## config.mk

```make
export PLATFORM = sky130hd
export DESIGN_NAME = fetch_seq6809
export DESIGN_NICKNAME = d
export VERILOG_FILES = /design/src/rtl/fetch_seq6809.sv
export SDC_FILE = /design/constraint.sdc
export NUM_CORES = 1
export LEC_CHECK = 0
export CAP_MARGIN = 10
export CORE_ASPECT_RATIO = 0.6
export CORE_UTILIZATION = 45
export CTS_BUF_LIST = sky130_fd_sc_hd__clkbuf_2 sky130_fd_sc_hd__clkbuf_4 sky130_fd_sc_hd__clkbuf_8
export CTS_CLUSTER_SIZE = 20
export DETAILED_ROUTE_END_ITERATION = 10
export PLACE_DENSITY = 0.8
export SLEW_MARGIN = 20
export SYNTH_ARGS = -nofsm -noshare
export SYNTH_HDL_FRONTEND = slang
export SYNTH_SLANG_ARGS = --single-unit
```

## constraint.sdc

```tcl
create_clock -name clk -period 3.1 [get_ports clk]
set_input_delay 0.62 -clock clk [delete_from_list [all_inputs] [get_ports clk]]
set_output_delay 0.62 -clock clk [all_outputs]
set_load 0.05 [all_outputs]
```

## src/rtl/fetch_seq6809.sv

```systemverilog
`timescale 1ns/1ps
`default_nettype none
// ============================================================================
// Module   : fetch_seq6809
// Purpose  : 6809 instruction fetch sequencer. Runs vector fetch, opcode and
//            page-prefix capture, and big-endian operand assembly.
// Revision : 1.0 - initial release
// ============================================================================
module fetch_seq6809 #(
  parameter int          ADDR_W    = 16,
  parameter logic [15:0] RESET_VEC = 16'hFFFE,
  parameter logic [15:0] VEC_BASE  = 16'hFFF0,
  parameter int          MAX_OPND  = 2
) (
  input  logic                  clk,
  input  logic                  reset,
  output logic [ADDR_W-1:0]     addr,
  input  logic [7:0]            data_in,
  input  logic [2:0]            opnd_len,
  output logic [7:0]            ir_o,
  output logic [7:0]            pb_o,
  output logic                  has_pb_o,
  output logic [8*MAX_OPND-1:0] opnd_o,
  output logic [ADDR_W-1:0]     inst_pc_o,
  output logic [ADDR_W-1:0]     pc_o,
  output logic                  inst_valid,
  input  logic                  inst_ready,
  input  logic                  load_pc,
  input  logic [ADDR_W-1:0]     new_pc,
  input  logic                  vec_req,
  input  logic [2:0]            vec_sel,
  input  logic                  halt_b,
  output logic                  halted
);

  localparam int c_OPND_W = 8 * MAX_OPND;

  typedef enum logic [2:0] {
    S_RST  = 3'd0,
    S_VHI  = 3'd1,
    S_VLO  = 3'd2,
    S_OPC  = 3'd3,
    S_PFX  = 3'd4,
    S_OPND = 3'd5,
    S_PRES = 3'd6,
    S_HALT = 3'd7
  } state_t;

  state_t                r_state;
  logic [ADDR_W-1:0]     r_addr;
  logic [ADDR_W-1:0]     r_pc;
  logic [ADDR_W-1:0]     r_inst_pc;
  logic [7:0]            r_ir;
  logic [7:0]            r_pb;
  logic                  r_has_pb;
  logic [c_OPND_W-1:0]   r_opnd;
  logic                  r_valid;
  logic                  r_halted;
  logic [7:0]            r_vhi;
  logic [2:0]            r_len;
  logic [2:0]            r_cnt;
  logic                  r_opnd_first;

  logic [ADDR_W-1:0]     w_addr_inc;
  logic [ADDR_W-1:0]     w_vec_addr;
  logic [ADDR_W-1:0]     w_vec_pc;
  logic [2:0]            w_len;
  logic [2:0]            w_cnt_nxt;
  logic [c_OPND_W-1:0]   w_opnd_base;
  logic                  w_is_pfx;
  logic                  w_hs;
  logic                  w_take_vec;
  logic                  w_take_load;

  assign w_addr_inc  = r_addr + ADDR_W'(1);
  assign w_vec_addr  = ADDR_W'(VEC_BASE) + ADDR_W'({vec_sel, 1'b0});
  assign w_vec_pc    = ADDR_W'({r_vhi, data_in});
  // opnd_len is only trusted on the first operand cycle; later cycles use the latched copy
  assign w_len       = r_opnd_first ? opnd_len : r_len;
  assign w_cnt_nxt   = r_opnd_first ? 3'd1 : (r_cnt + 3'd1);
  assign w_opnd_base = r_opnd_first ? '0 : (r_opnd << 8);
  assign w_is_pfx    = (data_in == 8'h10) || (data_in == 8'h11);
  assign w_hs        = r_valid && inst_ready;

  assign w_take_vec  = vec_req && (((r_state == S_PRES) && w_hs) || (r_state == S_HALT));
  assign w_take_load = load_pc && !w_take_vec &&
                       ((r_state == S_OPC) || (r_state == S_PFX) || (r_state == S_OPND) ||
                        (r_state == S_PRES) || (r_state == S_HALT));

  always_ff @(posedge clk or posedge reset) begin
    if (reset) begin
      r_state      <= S_RST;
      r_addr       <= ADDR_W'(RESET_VEC);
      r_pc         <= '0;
      r_inst_pc    <= '0;
      r_ir         <= 8'h00;
      r_pb         <= 8'h00;
      r_has_pb     <= 1'b0;
      r_opnd       <= '0;
      r_valid      <= 1'b0;
      r_halted     <= 1'b0;
      r_vhi        <= 8'h00;
      r_len        <= 3'd0;
      r_cnt        <= 3'd0;
      r_opnd_first <= 1'b0;
    end else if (w_take_vec) begin
      r_addr   <= w_vec_addr;
      r_valid  <= 1'b0;
      r_halted <= 1'b0;
      r_state  <= S_VHI;
    end else if (w_take_load) begin
      r_addr   <= new_pc;
      r_pc     <= new_pc;
      r_valid  <= 1'b0;
      r_halted <= 1'b0;
      r_state  <= S_OPC;
    end else begin
      case (r_state)
        S_RST: r_state <= S_VHI;
        S_VHI: begin
          r_vhi   <= data_in;
          r_addr  <= w_addr_inc;
          r_state <= S_VLO;
        end
        S_VLO: begin
          r_pc    <= w_vec_pc;
          r_addr  <= w_vec_pc;
          r_state <= S_OPC;
        end
        S_OPC: begin
          r_ir         <= data_in;
          r_inst_pc    <= r_addr;
          r_has_pb     <= 1'b0;
          r_addr       <= w_addr_inc;
          r_pc         <= w_addr_inc;
          r_opnd_first <= 1'b1;
          r_state      <= w_is_pfx ? S_PFX : S_OPND;
        end
        S_PFX: begin
          r_pb     <= data_in;
          r_has_pb <= 1'b1;
          r_addr   <= w_addr_inc;
          r_pc     <= w_addr_inc;
          r_state  <= S_OPND;
        end
        S_OPND: begin
          r_opnd_first <= 1'b0;
          if (r_opnd_first) r_len <= opnd_len;
          if (w_len == 3'd0) begin
            r_opnd  <= '0;
            r_valid <= 1'b1;
            r_state <= S_PRES;
          end else begin
            r_opnd <= w_opnd_base | c_OPND_W'(data_in);
            r_addr <= w_addr_inc;
            r_pc   <= w_addr_inc;
            r_cnt  <= w_cnt_nxt;
            if (w_cnt_nxt == w_len) begin
              r_valid <= 1'b1;
              r_state <= S_PRES;
            end
          end
        end
        S_PRES: begin
          if (w_hs) begin
            r_valid <= 1'b0;
            if (!halt_b) begin
              r_halted <= 1'b1;
              r_state  <= S_HALT;
            end else begin
              r_addr  <= r_pc;
              r_state <= S_OPC;
            end
          end
        end
        S_HALT: begin
          if (halt_b) begin
            r_halted <= 1'b0;
            r_addr   <= r_pc;
            r_state  <= S_OPC;
          end
        end
        default: r_state <= S_RST;
      endcase
    end
  end

  assign addr       = r_addr;
  assign ir_o       = r_ir;
  assign pb_o       = r_pb;
  assign has_pb_o   = r_has_pb;
  assign opnd_o     = r_opnd;
  assign inst_pc_o  = r_inst_pc;
  assign pc_o       = r_pc;
  assign inst_valid = r_valid;
  assign halted     = r_halted;

endmodule
`default_nettype wire

```

Yosys cells after proc, flatten, opt, wreduce, memory -nomap -nowiden --
Cells that the tools add are included.
Word-level totals: register bits 101, latch bits 0, bits in writable memories 0, memory bits (read-only) 0, input port bits 36, output and inout port bits 83, word-level logic and storage cells 106, memories kept 0
Cells by class: $add $sub $neg 3, multiply operators 0, div/mod/pow operators 0, order comparisons 0, equality and inequality tests 16, shift operators 0, mux-type cells 35, bitwise logic cells 4, reductions and logical operators 34
Operator list (number):
- $mux 16 | 8
- $pmux 16 s5 | 1
- $pmux 16 s3 | 1
- $reduce_and 3->1 | 10
- $mux 3 | 9
- $pmux 3 s8 | 1
- $add 16x1->16 const B | 1
- $eq 8x5->1 const B | 2
- $ne 4x4->1 const B | 4
- $or 16x8->16 | 1
- $eq 3x3->1 const B | 4
- $reduce_bool 4->1 | 3
- $mux 1 | 11
- $pmux 1 s2 | 4
- $reduce_and 4->1 | 2
- $reduce_bool 7->1 | 1
- $add 5x5->6 const A | 1
- $eq 3x2->1 const B | 2
- $logic_not 3->1 | 2
- $logic_or 1x1->1 | 6
- $logic_and 1x1->1 | 5
- $ne 5x3->1 const B | 1
- $reduce_bool 2->1 | 2
- $add 3x1->3 const B | 1
- 7 further kinds | 9

Depth between registers and ports, before layout --
Gate-level depths: netlist (run 1).
word-level depth 9, gate-level depth with buffers 8, mapped depth without buffers 6

Least setup slack after synthesis (run 1) --
OpenSTA, ideal clock, no wires.
path type reg2reg, start register r_addr[0] (netlist: addr[0]), end register r_pc[12] (netlist: pc_o[12]), arrival 2115 ps, required time 2979 ps, setup slack 864 ps, stages on the path, launching flop included 7, buffers on the path 0, period minus slack after synthesis 2236 ps, cells stage by stage dfrtp_1 > ha_1 > nand4_2 > or4_1 > xor2_1 > a21oi_1 > o22a_1
On the way: word-level cells in the longest chain between the ends 4
RTL lines:
- start, declared | line 50 | logic [ADDR_W-1:0] r_addr;
- start signal, assigned | line 93 | r_addr <= ADDR_W'(RESET_VEC);
- start signal, assigned | line 107 | r_addr <= w_vec_addr;
- start signal, assigned | line 112 | r_addr <= new_pc;
- $add 16x1->16 (*) | line 75 | assign w_addr_inc = r_addr + ADDR_W'(1);
- $mux 16 | line 149 | if (w_len == 3'd0) begin
- $pmux 16 s3 (*) | line 118 | case (r_state)
- $mux 16 (*) | line 111 | end else if (w_take_load) begin
- end signal, assigned | line 113 | r_pc <= new_pc;
- end signal, assigned | line 126 | r_pc <= w_vec_pc;
- end signal, assigned | line 156 | r_pc <= w_addr_inc;
- end, declared | line 51 | logic [ADDR_W-1:0] r_pc;
Every way passes the cells marked *; elsewhere a longest branch is shown, timed or not. The select of a mux whose other input is x is not followed. A chain may end at the register's enable or synchronous reset.

Worst setup path in the final report (run 1) --
start input load_pc, end register r_addr[13] (netlist: addr[13])
On the way: word-level cells in the longest chain between the ends 4, elaborated cells on any way between the ends 8
RTL lines:
- start, declared | line 28 | input logic load_pc,
- $logic_and 1x1->1 (*) (2 in a row) | line 86 | assign w_take_load = load_pc && !w_take_vec &&
- $ne 4x4->1 (no source line) (tied with other cells)
- $reduce_and 3->1 (no source line) / $mux 16 (equally long branches)
Every way passes the cells marked *; elsewhere a longest branch is shown, timed or not.

==> results of run 1 <==
[cell type report]
cell class                 instances  area (µm²)
fill                             927        4500
multi-input combinational        367        2610
sequential                       101        2550
timing repair buffer             140        1370
tap                              160         200
clock buffer                       9         124
clock inverter                     7        80.1
inverter                           4        18.8
[logic make-up after synthesis]
group / count (synthesis)
compound gates: 154
buf+inv: 45
flops: 101
simple gates: 149
xor+xnor: 14
mux: 48
fa+ha+maj: 2
[worst max-delay path, cell delays in order]
cell	delay, ns
clkdlybuf4s50_1	0.71
nor2b_1	0.20
o211ai_1	0.21
o32a_1	0.70
o21ai_0	0.20
a22o_1	0.28
[registers in the layout (all words and copies together) (netlist names)]
register / flops
addr: 16
inst_pc_o: 16
opnd_o: 16
pc_o: 16
ir_o: 8
pb_o: 8
r_vhi: 8
r_cnt: 3
r_len: 3
r_state: 3
halted: 1
has_pb_o: 1
inst_valid: 1
r_opnd_first: 1
[cells in the mapped netlist, drive strengths merged, types with 3 or more instances]
master	n
dfrtp	86
nand2	54
mux2	45
o21ai	36
buf	31
a22o	28
nor2	28
a21oi	20
dfstp	15
nor3	13
nand3	11
o22a	11
a31oi	10
clkbuf	10
o211ai	10
nand4	9
xnor2	8
nor2b	7
nor4	5
o2bb2ai	5
xor2	5
a221oi	4
and2	4
inv	4
or3	4
a211oi	3
a21o	3
a221o	3
a2bb2oi	3
mux2i	3
o221ai	3
or2	3
[routing by layer]
| metal | vias to the layer above | track usage (%) | wire, µm |
|---|---|---|---|
| met2 | 269 | 38.3 | 6860 |
| li1 | 2136 | - | - |
| met4 | 0 | 4.50 | 179 |
| met1 | 2334 | 38.8 | 7360 |
| met5 | - | 0 | 0 |
| met3 | 22 | 8.56 | 1700 |
[stage by stage]
stage                     util, %  std cells  instance area [µm²]
after floorplan                 -        513                 5370
after global placement       58.9        772                 6740
after detailed placement     58.9        772                 6740
after CTS                    60.7        788                 6950
after global routing         60.7        788                 6950
final                        60.7        788                 6950
[worst paths after layout]
path	from	end	slack [ns]	cells after the start
setup / recovery	load_pc	addr[13]$_DFFE_PP1P_	0.49	6
hold / removal	r_cnt[1]$_DFFE_PP0P_	r_cnt[1]$_DFFE_PP0P_	0.51	2
setup reg to reg	r_opnd_first$_DFFE_PP0P_	addr[13]$_DFFE_PP1P_	0.78	5
hold reg to reg	r_cnt[1]$_DFFE_PP0P_	r_cnt[1]$_DFFE_PP0P_	0.51	2
max in group asynchronous	reset	addr[4]$_DFFE_PP1P_	1.70	3
min in group asynchronous	reset	pb_o[2]$_DFFE_PP0P_	0.60	2
==> flow_metrics.tcl, run 1 <==
set metrics [dict create \
    fin_crit_ns 2.61 \
    grt_usage_pct 26.5 \
    synthFlopType "dfrtp_1" \
    synth_compound_area_share_pct 20.9 \
    synthAdderAreaFrac_pct 0.466 \
    setup_tns_ns 0 \
    io_pins 119 \
    htree_levels 3 \
    wl_per_cell_um 20.4 \
    die_y_um 86.6 \
    clock-sinks 101 \
    io_buffers 118 \
    drtIter0Drc 577 \
    cp-start-kind "primary input" \
    cts_setup_buffers 0 \
    endpoint_kind "register" \
    synth_cell_types 72 \
    die_area_mm2 0.0124 \
    layout_common_cells "118 x clkdlybuf4s50_1, 86 x dfrtp_1, 54 x nand2_1, 45 x mux2_2, 34 x o21ai_0" \
    synth_cells 513 \
    pre_cts_ws_ns 0.177 \
    drive_above_1_share_pct 18.3 \
    synth-simple-area-share_pct 14.6 \
    hold_viol_final 0 \
    worstSetupPathType "in -> reg" \
    tightest_slew_ns 0.911 \
    outcome "completed" \
    die_x_um 143 \
    viasPerCell 6.04 \
    yosys.area.top_type "dfrtp_1" \
    cts-root-buf "clkbuf_8" \
    maxCapViolCount 0 \
    area_growth_pct 29.4 \
    syn_nets 551 \
    setup_viol 0 \
    drc 0 \
    mostFrequentLayoutCell "clkdlybuf4s50_1" \
    synth_top_family_by_area "compound AO/OA/AOI/OAI gates" \
    postCtsHoldBufs 0 \
    fin_nets 661 \
    synthMuxAreaShare_pct 10.0 \
    synth_edf_count 0 \
    fin_crit_sh_pct 84.1 \
    syn_area_per_cell_um2 10.5 \
    grt_start_max_net_pins 83 \
    cts_tree "built" \
    fmax_mhz 384 \
    netlist_area_mm2 0.00537 \
    relSlewSlack_pct 39.1 \
    core_area_mm2 0.0114 \
    gp_congestion 1.00 \
    fin_ws_ns 0.493 \
    grt_pass1_wl_um 24700 \
    overflow 0 \
    clock_latency_ns 0.38 \
    cts_resized 0 \
    synth_xor_area_share_pct 2.54 \
    async_reset_ff_share_pct 100 \
    worstPathArrival_ns 2.93 \
    ant_nets 0 \
    grt_antenna_before_repair 0 \
    ys_top_cells_by_area "dfrtp_1 40%, mux2_2 9.4%, dfstp_2 7.3%, a22o_1 4.6%, nand2_1 3.8%" \
    ys_warn_count 0 \
    cts.clk_slew.worst_paths_ns 0.10 \
    rsz0062_at_grt "no" \
    first_pass_iters 6 \
    rows 30 \
    cts_made_buffers 9 \
    via_count 4761 \
    worstPathRequired_ns 3.42 \
    clk_path_buf_depth 2 \
    skew_ns 0.00888 \
    wl_um 16100 \
    ys_seq_area_share_pct 47.4 \
    synth_top_area_share_pct 40.1 \
    hold_class "reg -> reg" \
    drv_slew 0 \
    synth.ff_latch_count 101 \
    whs_ns 0.507 \
    antenna_cells 0 \
    hpwlAfterDp_um 11600 \
    start_util_pct 46.9 \
    grt_pass1_vias 4487 \
    critPathMaxFanout 21 \
]
Power of run 1 is not shown: default switching activity piles up to over one toggle a cycle in this logic, so the estimate is an artifact.
==> run 2: changes to the inputs <==
==> constraint.sdc (replaced) <==
create_clock -name clk -period 2.2 [get_ports clk]
set_input_delay 0.44 -clock clk [delete_from_list [all_inputs] [get_ports clk]]
set_output_delay 0.44 -clock clk [all_outputs]
set_load 0.05 [all_outputs]
==> run 2 against run 1 <==
Hold slack worse by 0.097 ns. Via count up 5.7%. Register-to-register slack worse by 0.71 ns. Core utilization up 3.6 points. Clock skew up 0.010 ns. Critical endpoint is now inst_valid. Final area up 5.9%. Global-route usage up 2.9 points.
==> flow_metrics.tcl, run 2 (synthesized netlist as in run 1, its figures left out) <==
set metrics [dict create \
    design_area_mm2 0.00736 \
    cts_made_buffers 9 \
    cts_setup_buffers 0 \
    htree_levels 3 \
    fin_crit_sh_pct 98.0 \
    grt_pass1_vias 5075 \
    ant_nets 0 \
    seq_area_mm2 0.00255 \
    die_y_um 86.6 \
    p_per_area_mw_per_mm2 1870 \
    wl_per_cell_um 20.8 \
    area_growth_pct 37.1 \
    outcome "completed" \
    antenna_cells 0 \
    cp_slowest_cell "clkdlybuf4s50_1" \
    core_area_mm2 0.0114 \
    crit_chain "clkdlybuf4s50_1" \
    die_area_mm2 0.0124 \
    drc 0 \
    start_util_pct 46.9 \
    max_stage_delay_ns 0.85 \
    gr-usage-met3_pct 7.29 \
    vdd.ir_drop.worst_v 0.000983 \
    grt_antenna_before_repair 0 \
    multi_input_area_mm2 0.00263 \
    maxCapViolCount 0 \
    drive_above_1_share_pct 26.1 \
    worstPathRequired_ns 1.76 \
    setup_tns_ns 0 \
    clock-sinks 101 \
    top_usage_layer "met2" \
    total_power_mw 13.8 \
    worstSetupPathType "reg -> out" \
    setup_viol 0 \
    gp_congestion 0.960 \
    cts-root-buf "clkbuf_8" \
    relSlewSlack_pct 63.9 \
    pre_cts_ws_ns -0.211 \
    rows 30 \
    worst-path-buf-inv 1 \
    rsz0062_at_grt "no" \
    drv_slew 0 \
    via_count 5034 \
    hold_viol_final 0 \
    first_pass_iters 5 \
    clk_path_buf_depth 2 \
    hold_class "in -> async" \
    post_dp_cell_area_mm2 0.00713 \
    wl_um 17200 \
    tightest_slew_ns 0.540 \
    skew_ns 0.0192 \
    cp-start-kind "register" \
    use_met2_pct 43.7 \
    viasPerCell 6.07 \
    nFillCells 915 \
    cts_tree "built" \
    use_met1_pct 42.4 \
    grt_pass1_wl_um 27500 \
    worstPathArrival_ns 1.72 \
    grt_usage_pct 29.3 \
    grt_start_max_net_pins 33 \
    die_x_um 143 \
    fin_crit_ns 2.16 \
    drtIter0Drc 489 \
    fin_nets 703 \
    fmax_mhz 464 \
    endpoint_kind "output port" \
    clock_latency_ns 0.39 \
    io_pins 119 \
    io_buffers 118 \
    p_leak_nw 3.02 \
    critPathMaxFanout 4 \
    overflow 0 \
    layout_common_cells "102 x clkdlybuf4s50_1, 85 x dfrtp_1, 69 x buf_4, 54 x nand2_1, 45 x mux2_2" \
    fin_ws_ns 0.0433 \
    hpwlAfterDp_um 12800 \
    cts.clk_slew.worst_paths_ns 0.12 \
    critPathTopFamily "buffers and inverters" \
    mostFrequentLayoutCell "clkdlybuf4s50_1" \
]
## run 2: changes by cell type in the layout (fill, tap and decap cells not counted), moves of 2 or more
cell,delta
buf_12,+8
clkinv_8,+4
buf_4,+49
inv_6,-2
clkdlybuf4s50_1,-16
## run 2: cell type report
cell class              instances  share of cell area, %
repair buffers                182                   23.8
well taps                     160                   2.72
clock inverters                 7                   1.22
flip-flops and latches        101                   34.7
clock buffers                   9                   1.68
multi-input cells             367                   35.7
inverters                       4                  0.255
## run 2: path summary, 6_finish.rpt
kind                                   startpoint                   end  slack (ns)  cells after the start
setup / recovery           inst_valid$_DFFE_PP0P_            inst_valid        0.04                      1
max in group asynchronous                   reset   addr[5]$_DFFE_PP1P_        1.18                      3
setup reg to reg              addr[1]$_DFFE_PP1P_  addr[14]$_DFFE_PP1P_        0.07                      7
hold reg to reg              r_cnt[1]$_DFFE_PP0P_  r_cnt[1]$_DFFE_PP0P_        0.50                      2
hold / removal                              reset   pb_o[4]$_DFFE_PP0P_        0.41                      2
min in group clk             r_cnt[1]$_DFFE_PP0P_  r_cnt[1]$_DFFE_PP0P_        0.50                      2
## run 2: power breakdown
group          leakage (nW)  switching, mW  internal [mW]
Clock                 0.101          0.776          0.457
Combinational          1.72           5.28           3.47
Sequential             1.19          0.944           2.87
## run 2: repair_timing
item / CTS / global route
gates resized for setup: 1 / 3
hold buffers: 0 / 0
endpoints found under the setup margin: 1 / 4
## run 2: through the flow
step                utilization (%)  hold slack [ns]  std cells
finish                         64.3            0.410        830
global route                   64.3            0.441        830
CTS                            64.1            0.416        830
detailed placement             62.3            0.480        814
global placement               62.3            0.452        814
floorplan                         -            0.441        513
## run 2: layer usage
layer / vias to the layer above / wire length, µm
met2: 299 / 7560
li1: 2211 / -
met5: - / 0
met3: 25 / 1650
met4: 0 / 189
met1: 2499 / 7830
No activity file was read; power rests on OpenSTA's default activity.
==> run 3: changes to the inputs <==
--- a/config.mk
+++ b/config.mk
@@ -5,13 +5,13 @@
 export SDC_FILE = /design/constraint.sdc
 export NUM_CORES = 1
 export LEC_CHECK = 0
-export CAP_MARGIN = 10
+export CAP_MARGIN = 40
 export CORE_ASPECT_RATIO = 0.6
-export CORE_UTILIZATION = 45
+export CORE_UTILIZATION = 47
 export CTS_BUF_LIST = sky130_fd_sc_hd__clkbuf_2 sky130_fd_sc_hd__clkbuf_4 sky130_fd_sc_hd__clkbuf_8
 export CTS_CLUSTER_SIZE = 20
 export DETAILED_ROUTE_END_ITERATION = 10
-export PLACE_DENSITY = 0.8
+export PLACE_DENSITY = 0.83
 export SLEW_MARGIN = 20
 export SYNTH_ARGS = -nofsm -noshare
 export SYNTH_HDL_FRONTEND = slang
==> constraint.sdc (replaced) <==
create_clock -name clk -period 2.2 [get_ports clk]
set_input_delay 0.44 -clock clk [delete_from_list [all_inputs] [get_ports clk]]
set_output_delay 0.44 -clock clk [all_outputs]
set_load 0.1 [all_outputs]
==> run 3 against run 2 <==
Final area decreased by 0.29%. Sequential share of layout area increased by 0.37 points. Critical path depth increased by 7.
==> flow_metrics.tcl, run 3 (synthesized netlist as in run 1, its figures left out) <==
set metrics [dict create \
    grt_pass1_wl_um 26700 \
    die_y_um 84.8 \
    tightest_slew_ns 0.544 \
    htree_levels 3 \
    worstPathRequired_ns 2.49 \
    max_stage_delay_ns 0.66 \
    worstSetupPathType "reg -> reg" \
    post-route-util_pct 67.6 \
    rows 29 \
    grt_antenna_before_repair 0 \
    relSlewSlack_pct 63.7 \
    place_inst 796 \
    ant_nets 0 \
    io_pins 119 \
    fin_nets 706 \
    endpoint_kind "register" \
    core_area_mm2 0.0108 \
    cts_resized 0 \
    rsz0062_at_grt "no" \
    viasPerCell 6.22 \
    outcome "completed" \
    grt_usage_pct 29.8 \
    postCtsHoldBufs 0 \
    die_area_mm2 0.0119 \
    area_growth_pct 36.7 \
    layout_common_cells "128 x buf_4, 84 x dfrtp_1, 54 x nand2_1, 45 x mux2_2, 35 x clkdlybuf4s50_1" \
    cts.clk_slew.worst_paths_ns 0.12 \
    start_util_pct 49.5 \
    gp_congestion 0.927 \
    overflow 0 \
    maxCapViolCount 0 \
    hold_class "in -> async" \
    fin_crit_sh_pct 96.7 \
    clock-sinks 101 \
    wl_um 17200 \
    mostFrequentLayoutCell "buf_4" \
    grt_pass1_vias 4703 \
    grt_start_max_net_pins 102 \
    die_x_um 140 \
    antenna_cells 0 \
    hold_viol_final 0 \
    drive_above_1_share_pct 36.7 \
    clock_latency_ns 0.38 \
    cts-root-buf "clkbuf_8" \
    clk_path_buf_depth 2 \
    cp_slowest_cell "dfrtp_1" \
    hpwlAfterDp_um 12900 \
    via_count 5048 \
    wl_per_cell_um 21.1 \
    drc 0 \
    setup_viol 0 \
    multi_input_area_mm2 0.00262 \
    io_buffers 118 \
    design_area_mm2 0.00734 \
    drv_slew 0 \
    worst_path_most_repeated_cell "buf_4" \
    critPathMaxFanout 12 \
    post_dp_cell_area_mm2 0.00714 \
    finalNonFillerCells 812 \
    cp-start-kind "register" \
    cts_made_buffers 9 \
    drtIter0Drc 574 \
    cts_setup_buffers 0 \
    skew_ns 0.0170 \
    first_pass_iters 5 \
    worstPathArrival_ns 2.42 \
    crit_chain "nand3_1 -> buf_4 -> buf_4 -> nor2_2 -> buf_4 -> o32ai_4 -> nor2_1 -> a21oi_1" \
    fin_crit_ns 2.13 \
    fmax_mhz 470 \
    nFillCells 840 \
    seq_area_mm2 0.00257 \
    cts_tree "built" \
]
[run 3: critical path: cells and delay by family (launching register included)]
family | cells | cell delay, ns
compound gates | 2 | 0.25
simple gates | 3 | 0.67
buf+inv | 3 | 0.47
flops | 1 | 0.66
[run 3: path summary, 6_finish.rpt]
kind / from / end / slack, ns / depth (start not counted)
worst max-delay path: r_state[1]$_DFFE_PP0P_ / addr[4]$_DFFE_PP1P_ / 0.07 / 8
worst min-delay path: reset / pb_o[2]$_DFFE_PP0P_ / 0.52 / 3
worst max register to register: r_state[1]$_DFFE_PP0P_ / addr[4]$_DFFE_PP1P_ / 0.07 / 8
worst min register to register: inst_pc_o[2]$_DFFE_PP0P_ / inst_pc_o[2]$_DFFE_PP0P_ / 0.52 / 1
max in group asynchronous: reset / inst_valid$_DFFE_PP0P_ / 1.21 / 3
min in group clk: inst_pc_o[2]$_DFFE_PP0P_ / inst_pc_o[2]$_DFFE_PP0P_ / 0.52 / 1
[run 3: cell type report]
type | count | share of cell area [%]
clock inverters | 7 | 1.01
flip-flops and latches | 101 | 35.0
multi-input cells | 367 | 35.8
well taps | 139 | 2.37
repair buffers | 185 | 23.9
clock buffers | 9 | 1.69
inverters | 4 | 0.256
[run 3: metrics by stage]
stage,setup WS [ns],hold WS (ns),setup TNS [ns]
after floorplan,0.00922,0.441,0
after global routing,0.0205,0.535,0
after CTS,0.128,0.522,0
after detailed placement,-0.168,0.497,-4.99
final,0.0721,0.520,0
after global placement,-0.148,0.459,-4.19
[run 3: metal layers]
metal | track usage, % | vias to the layer above | routed length, µm
li1 | - | 2223 | -
met1 | 44.8 | 2498 | 7750
met2 | 42.5 | 301 | 7290
met3 | 8.27 | 24 | 1880
met4 | 5.59 | 2 | 201
met5 | 3.24 | - | 44
Power of run 3 is left out for the same reason.
